File: src/rtl/id_ex_stage_if.sv
// Signal bundle between the ID/EX pipeline register and the surrounding pipeline.
// slave = the stage itself, master = the pipeline/bench driving it.
interface id_ex_stage_if #(
   parameter int XLEN       = 32,
   parameter int REG_ADDR_W = 5
);
   logic                  stall;
   logic                  flush;
   logic                  id_valid;
   logic [XLEN-1:0]       id_pc;
   logic [XLEN-1:0]       id_rs1_data;
   logic [XLEN-1:0]       id_rs2_data;
   logic [XLEN-1:0]       id_imm;
   logic [REG_ADDR_W-1:0] id_rs1;
   logic [REG_ADDR_W-1:0] id_rs2;
   logic [REG_ADDR_W-1:0] id_rd;
   logic                  id_uses_rs1;
   logic                  id_uses_rs2;
   logic [3:0]            id_alu_op;
   logic                  id_alu_src;
   logic                  id_reg_write;
   logic                  id_mem_read;
   logic                  id_mem_write;
   logic [REG_ADDR_W-1:0] mem_rd;
   logic                  mem_reg_write;
   logic [XLEN-1:0]       mem_fwd_data;
   logic [REG_ADDR_W-1:0] wb_rd;
   logic                  wb_reg_write;
   logic [XLEN-1:0]       wb_data;
   logic                  ex_valid;
   logic [XLEN-1:0]       ex_pc;
   logic [XLEN-1:0]       alu_x;
   logic [XLEN-1:0]       alu_y;
   logic [3:0]            alu_op;
   logic [XLEN-1:0]       ex_store_data;
   logic [REG_ADDR_W-1:0] ex_rd;
   logic                  ex_reg_write;
   logic                  ex_mem_read;
   logic                  ex_mem_write;
   logic                  hazard_stall;

   modport slave (
      input  stall, flush, id_valid, id_pc, id_rs1_data, id_rs2_data, id_imm,
             id_rs1, id_rs2, id_rd, id_uses_rs1, id_uses_rs2, id_alu_op, id_alu_src,
             id_reg_write, id_mem_read, id_mem_write,
             mem_rd, mem_reg_write, mem_fwd_data, wb_rd, wb_reg_write, wb_data,
      output ex_valid, ex_pc, alu_x, alu_y, alu_op, ex_store_data, ex_rd,
             ex_reg_write, ex_mem_read, ex_mem_write, hazard_stall
   );

   modport master (
      output stall, flush, id_valid, id_pc, id_rs1_data, id_rs2_data, id_imm,
             id_rs1, id_rs2, id_rd, id_uses_rs1, id_uses_rs2, id_alu_op, id_alu_src,
             id_reg_write, id_mem_read, id_mem_write,
             mem_rd, mem_reg_write, mem_fwd_data, wb_rd, wb_reg_write, wb_data,
      input  ex_valid, ex_pc, alu_x, alu_y, alu_op, ex_store_data, ex_rd,
             ex_reg_write, ex_mem_read, ex_mem_write, hazard_stall
   );
endinterface

File: src/rtl/id_ex_stage.sv
// ID/EX pipeline register with operand forwarding and load-use hazard detection.
// Build option ID_EX_FWD_EN: defined = EX/MEM and MEM/WB forwarding; undefined = no forwarding, stall on any RAW.
module id_ex_stage #(
   parameter int XLEN       = 32,
   parameter int REG_ADDR_W = 5
) (
   input  logic          clk,
   input  logic          rst_n,
   id_ex_stage_if.slave  bus
);

   typedef struct packed {
      logic                  valid;
      logic [XLEN-1:0]       pc;
      logic [XLEN-1:0]       rs1_data;
      logic [XLEN-1:0]       rs2_data;
      logic [XLEN-1:0]       imm;
      logic [REG_ADDR_W-1:0] rs1;
      logic [REG_ADDR_W-1:0] rs2;
      logic [REG_ADDR_W-1:0] rd;
      logic [3:0]            alu_op;
      logic                  alu_src;
      logic                  reg_write;
      logic                  mem_read;
      logic                  mem_write;
   } stage_t;

   localparam logic [REG_ADDR_W-1:0] REG_X0 = {REG_ADDR_W{1'b0}};

   stage_t          stage_q;
   stage_t          stage_d;
   logic            load_use_s;
   logic            hazard_s;
   logic [XLEN-1:0] fwd1_s;
   logic [XLEN-1:0] fwd2_s;

   function automatic logic src_hit(input logic                  uses,
                                    input logic [REG_ADDR_W-1:0] rs,
                                    input logic [REG_ADDR_W-1:0] rd);
      return uses && (rs == rd);
   endfunction

   function automatic logic [XLEN-1:0] fwd_sel(input logic [REG_ADDR_W-1:0] rs,
                                                input logic [XLEN-1:0]       raw,
                                                input logic                  m_we,
                                                input logic [REG_ADDR_W-1:0] m_rd,
                                                input logic [XLEN-1:0]       m_data,
                                                input logic                  w_we,
                                                input logic [REG_ADDR_W-1:0] w_rd,
                                                input logic [XLEN-1:0]       w_data);
      logic [XLEN-1:0] res;
      if (m_we && (m_rd != REG_X0) && (m_rd == rs)) begin
         res = m_data;
      end else if (w_we && (w_rd != REG_X0) && (w_rd == rs)) begin
         res = w_data;
      end else begin
         res = raw;
      end
      return res;
   endfunction

   // Hazard detection on the live ID instruction against the registered stage
   always_comb begin
      load_use_s = stage_q.valid && stage_q.mem_read && (stage_q.rd != REG_X0) && bus.id_valid &&
                   (src_hit(bus.id_uses_rs1, bus.id_rs1, stage_q.rd) ||
                    src_hit(bus.id_uses_rs2, bus.id_rs2, stage_q.rd));
`ifdef ID_EX_FWD_EN
      hazard_s = load_use_s;
`else
      // Without forwarding any in-flight producer of a used source must drain first
      hazard_s = load_use_s ||
                 (bus.id_valid && stage_q.valid && stage_q.reg_write && (stage_q.rd != REG_X0) &&
                  (src_hit(bus.id_uses_rs1, bus.id_rs1, stage_q.rd) ||
                   src_hit(bus.id_uses_rs2, bus.id_rs2, stage_q.rd))) ||
                 (bus.id_valid && bus.mem_reg_write && (bus.mem_rd != REG_X0) &&
                  (src_hit(bus.id_uses_rs1, bus.id_rs1, bus.mem_rd) ||
                   src_hit(bus.id_uses_rs2, bus.id_rs2, bus.mem_rd)));
`endif
   end

   // Operand select: forwarded or raw registered read data
   always_comb begin
`ifdef ID_EX_FWD_EN
      fwd1_s = fwd_sel(stage_q.rs1, stage_q.rs1_data, bus.mem_reg_write, bus.mem_rd,
                       bus.mem_fwd_data, bus.wb_reg_write, bus.wb_rd, bus.wb_data);
      fwd2_s = fwd_sel(stage_q.rs2, stage_q.rs2_data, bus.mem_reg_write, bus.mem_rd,
                       bus.mem_fwd_data, bus.wb_reg_write, bus.wb_rd, bus.wb_data);
`else
      fwd1_s = stage_q.rs1_data;
      fwd2_s = stage_q.rs2_data;
`endif
   end

   // Next-state priority: flush > stall > hazard bubble > load
   always_comb begin
      stage_d = stage_q;
      if (bus.flush) begin
         stage_d.valid     = 1'b0;
         stage_d.reg_write = 1'b0;
         stage_d.mem_read  = 1'b0;
         stage_d.mem_write = 1'b0;
      end else if (bus.stall) begin
         stage_d = stage_q;
      end else if (hazard_s) begin
         // Operand fields are left as-is; only valid/control matter for a bubble
         stage_d.valid     = 1'b0;
         stage_d.reg_write = 1'b0;
         stage_d.mem_read  = 1'b0;
         stage_d.mem_write = 1'b0;
      end else begin
         stage_d.valid     = bus.id_valid;
         stage_d.pc        = bus.id_pc;
         stage_d.rs1_data  = bus.id_rs1_data;
         stage_d.rs2_data  = bus.id_rs2_data;
         stage_d.imm       = bus.id_imm;
         stage_d.rs1       = bus.id_rs1;
         stage_d.rs2       = bus.id_rs2;
         stage_d.rd        = bus.id_rd;
         stage_d.alu_op    = bus.id_alu_op;
         stage_d.alu_src   = bus.id_alu_src;
         stage_d.reg_write = bus.id_reg_write;
         stage_d.mem_read  = bus.id_mem_read;
         stage_d.mem_write = bus.id_mem_write;
      end
   end

   // Stage register with synchronous active-low reset
   always_ff @(posedge clk) begin
      if (!rst_n) begin
         stage_q <= '0;
      end else begin
         stage_q <= stage_d;
      end
   end

   assign bus.ex_valid      = stage_q.valid;
   assign bus.ex_pc         = stage_q.pc;
   assign bus.alu_op        = stage_q.alu_op;
   assign bus.ex_rd         = stage_q.rd;
   assign bus.alu_x         = fwd1_s;
   assign bus.alu_y         = stage_q.alu_src ? stage_q.imm : fwd2_s;
   assign bus.ex_store_data = fwd2_s;
   assign bus.ex_reg_write  = stage_q.reg_write & stage_q.valid;
   assign bus.ex_mem_read   = stage_q.mem_read  & stage_q.valid;
   assign bus.ex_mem_write  = stage_q.mem_write & stage_q.valid;
   assign bus.hazard_stall  = hazard_s;

endmodule

File: src/flat_wrapper.sv
// flat-port wrapper written by rule: the top's interface ports become plain ports
module id_ex_stage_flat 
#(
   parameter int XLEN       = 32,
   parameter int REG_ADDR_W = 5
)
  (clk, rst_n, bus_stall, bus_flush, bus_id_valid, bus_id_pc, bus_id_rs1_data, bus_id_rs2_data, bus_id_imm, bus_id_rs1, bus_id_rs2, bus_id_rd, bus_id_uses_rs1, bus_id_uses_rs2, bus_id_alu_op, bus_id_alu_src, bus_id_reg_write, bus_id_mem_read, bus_id_mem_write, bus_mem_rd, bus_mem_reg_write, bus_mem_fwd_data, bus_wb_rd, bus_wb_reg_write, bus_wb_data, bus_ex_valid, bus_ex_pc, bus_alu_x, bus_alu_y, bus_alu_op, bus_ex_store_data, bus_ex_rd, bus_ex_reg_write, bus_ex_mem_read, bus_ex_mem_write, bus_hazard_stall);
  id_ex_stage_if #(.XLEN(XLEN), .REG_ADDR_W(REG_ADDR_W)) bus_i ();
  input  logic clk;
  input  logic rst_n;
  input wire logic [$bits(bus_i.stall)-1:0] bus_stall;
  input wire logic [$bits(bus_i.flush)-1:0] bus_flush;
  input wire logic [$bits(bus_i.id_valid)-1:0] bus_id_valid;
  input wire logic [$bits(bus_i.id_pc)-1:0] bus_id_pc;
  input wire logic [$bits(bus_i.id_rs1_data)-1:0] bus_id_rs1_data;
  input wire logic [$bits(bus_i.id_rs2_data)-1:0] bus_id_rs2_data;
  input wire logic [$bits(bus_i.id_imm)-1:0] bus_id_imm;
  input wire logic [$bits(bus_i.id_rs1)-1:0] bus_id_rs1;
  input wire logic [$bits(bus_i.id_rs2)-1:0] bus_id_rs2;
  input wire logic [$bits(bus_i.id_rd)-1:0] bus_id_rd;
  input wire logic [$bits(bus_i.id_uses_rs1)-1:0] bus_id_uses_rs1;
  input wire logic [$bits(bus_i.id_uses_rs2)-1:0] bus_id_uses_rs2;
  input wire logic [$bits(bus_i.id_alu_op)-1:0] bus_id_alu_op;
  input wire logic [$bits(bus_i.id_alu_src)-1:0] bus_id_alu_src;
  input wire logic [$bits(bus_i.id_reg_write)-1:0] bus_id_reg_write;
  input wire logic [$bits(bus_i.id_mem_read)-1:0] bus_id_mem_read;
  input wire logic [$bits(bus_i.id_mem_write)-1:0] bus_id_mem_write;
  input wire logic [$bits(bus_i.mem_rd)-1:0] bus_mem_rd;
  input wire logic [$bits(bus_i.mem_reg_write)-1:0] bus_mem_reg_write;
  input wire logic [$bits(bus_i.mem_fwd_data)-1:0] bus_mem_fwd_data;
  input wire logic [$bits(bus_i.wb_rd)-1:0] bus_wb_rd;
  input wire logic [$bits(bus_i.wb_reg_write)-1:0] bus_wb_reg_write;
  input wire logic [$bits(bus_i.wb_data)-1:0] bus_wb_data;
  output wire logic [$bits(bus_i.ex_valid)-1:0] bus_ex_valid;
  output wire logic [$bits(bus_i.ex_pc)-1:0] bus_ex_pc;
  output wire logic [$bits(bus_i.alu_x)-1:0] bus_alu_x;
  output wire logic [$bits(bus_i.alu_y)-1:0] bus_alu_y;
  output wire logic [$bits(bus_i.alu_op)-1:0] bus_alu_op;
  output wire logic [$bits(bus_i.ex_store_data)-1:0] bus_ex_store_data;
  output wire logic [$bits(bus_i.ex_rd)-1:0] bus_ex_rd;
  output wire logic [$bits(bus_i.ex_reg_write)-1:0] bus_ex_reg_write;
  output wire logic [$bits(bus_i.ex_mem_read)-1:0] bus_ex_mem_read;
  output wire logic [$bits(bus_i.ex_mem_write)-1:0] bus_ex_mem_write;
  output wire logic [$bits(bus_i.hazard_stall)-1:0] bus_hazard_stall;
  assign bus_i.stall = bus_stall;
  assign bus_i.flush = bus_flush;
  assign bus_i.id_valid = bus_id_valid;
  assign bus_i.id_pc = bus_id_pc;
  assign bus_i.id_rs1_data = bus_id_rs1_data;
  assign bus_i.id_rs2_data = bus_id_rs2_data;
  assign bus_i.id_imm = bus_id_imm;
  assign bus_i.id_rs1 = bus_id_rs1;
  assign bus_i.id_rs2 = bus_id_rs2;
  assign bus_i.id_rd = bus_id_rd;
  assign bus_i.id_uses_rs1 = bus_id_uses_rs1;
  assign bus_i.id_uses_rs2 = bus_id_uses_rs2;
  assign bus_i.id_alu_op = bus_id_alu_op;
  assign bus_i.id_alu_src = bus_id_alu_src;
  assign bus_i.id_reg_write = bus_id_reg_write;
  assign bus_i.id_mem_read = bus_id_mem_read;
  assign bus_i.id_mem_write = bus_id_mem_write;
  assign bus_i.mem_rd = bus_mem_rd;
  assign bus_i.mem_reg_write = bus_mem_reg_write;
  assign bus_i.mem_fwd_data = bus_mem_fwd_data;
  assign bus_i.wb_rd = bus_wb_rd;
  assign bus_i.wb_reg_write = bus_wb_reg_write;
  assign bus_i.wb_data = bus_wb_data;
  assign bus_ex_valid = bus_i.ex_valid;
  assign bus_ex_pc = bus_i.ex_pc;
  assign bus_alu_x = bus_i.alu_x;
  assign bus_alu_y = bus_i.alu_y;
  assign bus_alu_op = bus_i.alu_op;
  assign bus_ex_store_data = bus_i.ex_store_data;
  assign bus_ex_rd = bus_i.ex_rd;
  assign bus_ex_reg_write = bus_i.ex_reg_write;
  assign bus_ex_mem_read = bus_i.ex_mem_read;
  assign bus_ex_mem_write = bus_i.ex_mem_write;
  assign bus_hazard_stall = bus_i.hazard_stall;
  id_ex_stage #(.XLEN(XLEN), .REG_ADDR_W(REG_ADDR_W)) u_core (.clk(clk), .rst_n(rst_n), .bus(bus_i));
endmodule
File: config.mk
export PLATFORM = sky130hd
export DESIGN_NAME = id_ex_stage_flat
export DESIGN_NICKNAME = d
export VERILOG_FILES = /design/src/rtl/id_ex_stage_if.sv /design/src/rtl/id_ex_stage.sv /design/src/flat_wrapper.sv
export SDC_FILE = /design/constraint.sdc
export NUM_CORES = 1
export LEC_CHECK = 0
export ABC_AREA = 1
export CORE_AREA = 2 2 147 149
export CTS_BUF_LIST = sky130_fd_sc_hd__clkbuf_8
export CTS_CLUSTER_SIZE = 8
export DETAILED_ROUTE_END_ITERATION = 16
export DIE_AREA = 0 0 149 151
export PLACE_DENSITY = 0.77
export SLEW_MARGIN = 20
export SYNTH_ARGS = -nofsm -noshare
export SYNTH_HDL_FRONTEND = slang
export SYNTH_SLANG_ARGS = --single-unit
File: constraint.sdc
create_clock -name clk -period 4.8 [get_ports clk]
set_clock_uncertainty 0.2 [all_clocks]
set_input_delay 1.2 -clock clk [delete_from_list [all_inputs] [get_ports clk]]
set_output_delay 1.2 -clock clk [all_outputs]
set_load 0.02 [all_outputs]
Word level (Yosys, flattened, before mapping) --
Index checks and enable logic that the tools add are counted.
Operators by class: mux-type cells 3, bitwise operators 7, equality and inequality tests 4, reductions and logical operators 23
Operator list (count):
- $mux 32 | 1
- $eq 5x5->1 | 4
- $logic_and 1x1->1 | 15
- $reduce_bool 5->1 | 2
- $logic_or 1x1->1 | 4
- $not 1->1 | 4
- $and 1x1->1 | 3
- $mux 3 | 1
- $reduce_and 3->1 | 1
- $reduce_or 2->1 | 1
- $mux 1 | 1
Storage, ports and cells: flip-flop bits (word level) 142, logic and storage cells 48, output and inout bits 142

Logic depth before layout (Yosys ltp) --
depth in word-level cells 8, mapped depth 13, mapped depth without buffers 11

Worst setup path after synthesis --
OpenSTA, ideal clock, no wires.
kind input to output, start input bus_mem_rd[0], end output bus_hazard_stall, stages 8, arrival time 1820 ps, setup slack 1580 ps, required time 3400 ps, cells stage by stage inv_1 -> nand2_1 -> o21ai_0 -> nor2_1 -> nand3_1 -> nand2_1 -> nand2_2 -> nand2_1
Between the ends: word-level cells in the longest chain between the ends 5
Ends and longest elaborated chain:
- start: declaration | RTL line flat_wrapper.sv:28 | input wire logic [$bits(bus_i.mem_rd)-1:0] bus_mem_rd;
- $eq 5x5->1 | RTL line id_ex_stage.sv:40 | return uses && (rs == rd);
- $logic_and 1x1->1 | RTL line id_ex_stage.sv:40
- $logic_or 1x1->1 | RTL line id_ex_stage.sv:76 | (src_hit(bus.id_uses_rs1, bus.id_rs1, bus.mem_rd) ||
- $logic_and 1x1->1 * | RTL line id_ex_stage.sv:75 | (bus.id_valid && bus.mem_reg_write && (bus.mem_rd != REG_X0) &&
- $logic_or 1x1->1 * | RTL line id_ex_stage.sv:74 | src_hit(bus.id_uses_rs2, bus.id_rs2, stage_q.rd))) ||
- end: declaration | RTL line flat_wrapper.sv:44 | output wire logic [$bits(bus_i.hazard_stall)-1:0] bus_hazard_stall;
Mark *: on every way between the ends. The rest lies on a longest branch, timed or not.

Worst setup path in the final report --
start input bus_mem_rd[4], end output bus_hazard_stall
Same word-level chain as after synthesis.

==> results.yml <==
routing:
  vias_per_cell: 4.160
  drcViolationCount: 0
  vias: 6794
  routedWlPerCell_um: 11.92
  drt_iter0_drc: 273
  dr.pass1.iters: 4
  drtAntennaViolNets: 0
  drt-total-wl_um: 19470
cts:
  post-cts-setup-buffers: 0
  clockBufferDepth: 2
  clock_sinks: 142
  cts_tree: "done"
  cts-htree-levels: 4
  cts_buffers: 17
  clkSlewWorstSetupHoldPaths_ns: 0.09
  cts-root-buf: "clkbuf_8"
  cts.hold.buffers_added: 0
  clk_latency_ns: 0.43
  cts-resized-gates: 0
worst_setup_path:
  worstSetupEndpointType: "output port"
  required_ns: 3.40
  reg2reg_from: "u_core.bus.ex_rd[4]"
  crit_arrival_ns: 3.02
  cp_max_fo: 4
  critPathLaunch: "bus_mem_rd[4]"
  worstSetupPathType: "input port to output port"
  crit_path_start_kind: "input port"
placement:
  portBuffers: 305
  place_inst: 1600
  gp_congestion: 0.8403
  hpwl_um: 13780
sta:
  report.final.slew_viol_count: 0
  relSlewSlack: 0.4067
  tns_ns: 0
  worst_pin_slew_ns: 0.8899
  rsz0062_at_grt: "false"
  fmax_ghz: 0.2265
  setup_violations: 0
  min_period_over_period: 0.9200
  post-route-min-period_ns: 4.416
  hold_violations: 0
grt:
  grt_use_total: 0.1691
  grt_first_pass_wirelength_um: 30400
  grt_pass1_vias: 6371
  grt_start_max_net_pins: 151
  antenna_found_initial: 1
  overflow: 0
logic_synthesis:
  seq_area_frac_synth: 0.3907
  synth_top_area_share: 0.3907
  ys_top_cells_by_area: "dfxtp_1 (39%), nand2_1 (19%), nor2_1 (15%)"
  syn_nets: 1406
  synthCells: 1172
  synth-seq-cells: 142
  syn_avg_cell_area_um2: 6.208
  yosysUniqueCellTypes: 17
  ys_warn_count: 0
  yosysTopAreaCell: "dfxtp_1"
  syn_area_um2: 7276
layout:
  layout.cells.non_filler: 1633
  fin_nets: 1578
  drive_gt1_frac: 0.03169
  utilization: 0.4852
  fill_cells: 2126
  syn_to_final_growth_pct: 38.85
floorplanning:
  fp.coreArea_um2: 20820
  chipHeight_um: 151
  row_count: 53
  dieArea_um2: 22500
  initial_core_util: 0.3494
  fp.dieW_um: 149
  boundaryPins: 376
pwr:
  leakagePower_uw: 0.004918
  powerDensity_nw_per_um2: 302.2
  ir_worst_vdd_mv: 0.1523
worst_hold_path:
  hold_class: "flop to flop"
  min_from: "u_core.stage_q[2]"
run:
  max_cap_violations: 0
run_status:
  outcome: "finished, final reports clean"
-- synth_stat cells --
cell type	number
nand2_1	364
o21ai_0	37
dfxtp_1	142
nand4_4	1
nand3_1	7
inv_2	3
xor2_1	1
buf_2	13
nor3_1	2
nand2_2	2
buf_1	2
clkbuf_1	20
nor2_1	294
a21oi_1	4
o21ai_1	2
buf_4	122
inv_1	156
-- metrics by stage --
step	worst slack, ns	hold WS [ns]	power, µW	area (µm²)
finish	0.3842	0.2712	3053	10100
global route	0.3001	0.2868	3235	10100
CTS	0.4059	0.2721	3107	10100
detailed placement	0.4196	0.2578	2025	9671
global placement	0.4120	0.2539	2014	9671
floorplan	1.580	0.2433	1754	7276
-- kinds of logic after synthesis --
kind of cell / Yosys count / synth area share
flops: 142 / 0.3907
simple gates: 670 / 0.3503
buf+inv: 316 / 0.2282
xor+xnor: 1 / 0.001204
compound gates: 43 / 0.02958
-- power by group --
group          internal [µW]  switching (µW)  leakage (µW)  total [µW]
combinational            341             346       0.00352         687
sequential              1260            49.4       0.00117        1310
clock                    567             490      0.000227        1060
total                   2170             885       0.00492        3050
-- per-layer routing --
| metal | up-vias | wire length, µm | global-route usage |
|---|---|---|---|
| met5 | - | 0 | 0 |
| met4 | 0 | 269 | 0.04810 |
| met3 | 15 | 1934 | 0.06837 |
| met2 | 233 | 9065 | 0.2912 |
| met1 | 2919 | 8198 | 0.1937 |
| li1 | 3627 | - | - |
-- sequential cells by signal (all words and copies together), names as in the netlist --
register                  count
u_core.bus.ex_rd              5
u_core.bus.ex_pc             32
u_core.stage_q               36
u_core.bus.alu_x             32
u_core.bus.alu_op             4
u_core.bus.ex_valid           1
u_core.bus.ex_store_data     32
-- area by class of cell --
type / instances / area, µm² / area share
Timing Repair Buffer: 310 / 3113 / 0.3081
Clock inverter: 15 / 195.2 / 0.01932
Inverter: 159 / 596.8 / 0.05908
Tap cell: 275 / 344.1 / 0.03406
Antenna cell: 1 / 2.502 / 0.0002477
Multi-Input combinational cell: 714 / 2773 / 0.2745
Sequential cell: 142 / 2844 / 0.2815
Clock buffer: 17 / 234.0 / 0.02316
-- worst paths after layout --
path,cells past startpoint,slack [ns],endpoint
worst max-delay path,10,0.38,bus_hazard_stall
worst min-delay path,2,0.27,u_core.stage_q[2]
worst max register to register,13,1.94,u_core.bus.ex_store_data[8]
worst min register to register,2,0.27,u_core.stage_q[2]
-- worst max-delay path, stage by stage --
cell	delay (ns)
clkdlybuf4s50_1	0.54
inv_1	0.08
nand2_1	0.06
nand2_1	0.06
nor2_1	0.13
nand3_1	0.09
nand2_1	0.09
nand2_2	0.08
nand2_1	0.09
clkdlybuf4s50_1	0.61
-- cells in the final DEF, fill, tap and decap left out --
master	instances
nand2_1	364
clkdlybuf4s50_1	304
nor2_1	294
inv_1	158
dfxtp_1	141
o21ai_0	37
clkbuf_8	17
nand3_1	7
a21oi_1	4
clkinv_4	4
bufinv_16	4
buf_4	4
inv_2	3
clkinv_2	3
o21ai_1	2
nor3_1	2
nand2_2	2
inv_6	2
buf_12	2
diode_2	1
xor2_1	1
nand4_4	1
dfxtp_2	1
Note: power is estimated with default switching activity, not from simulation.
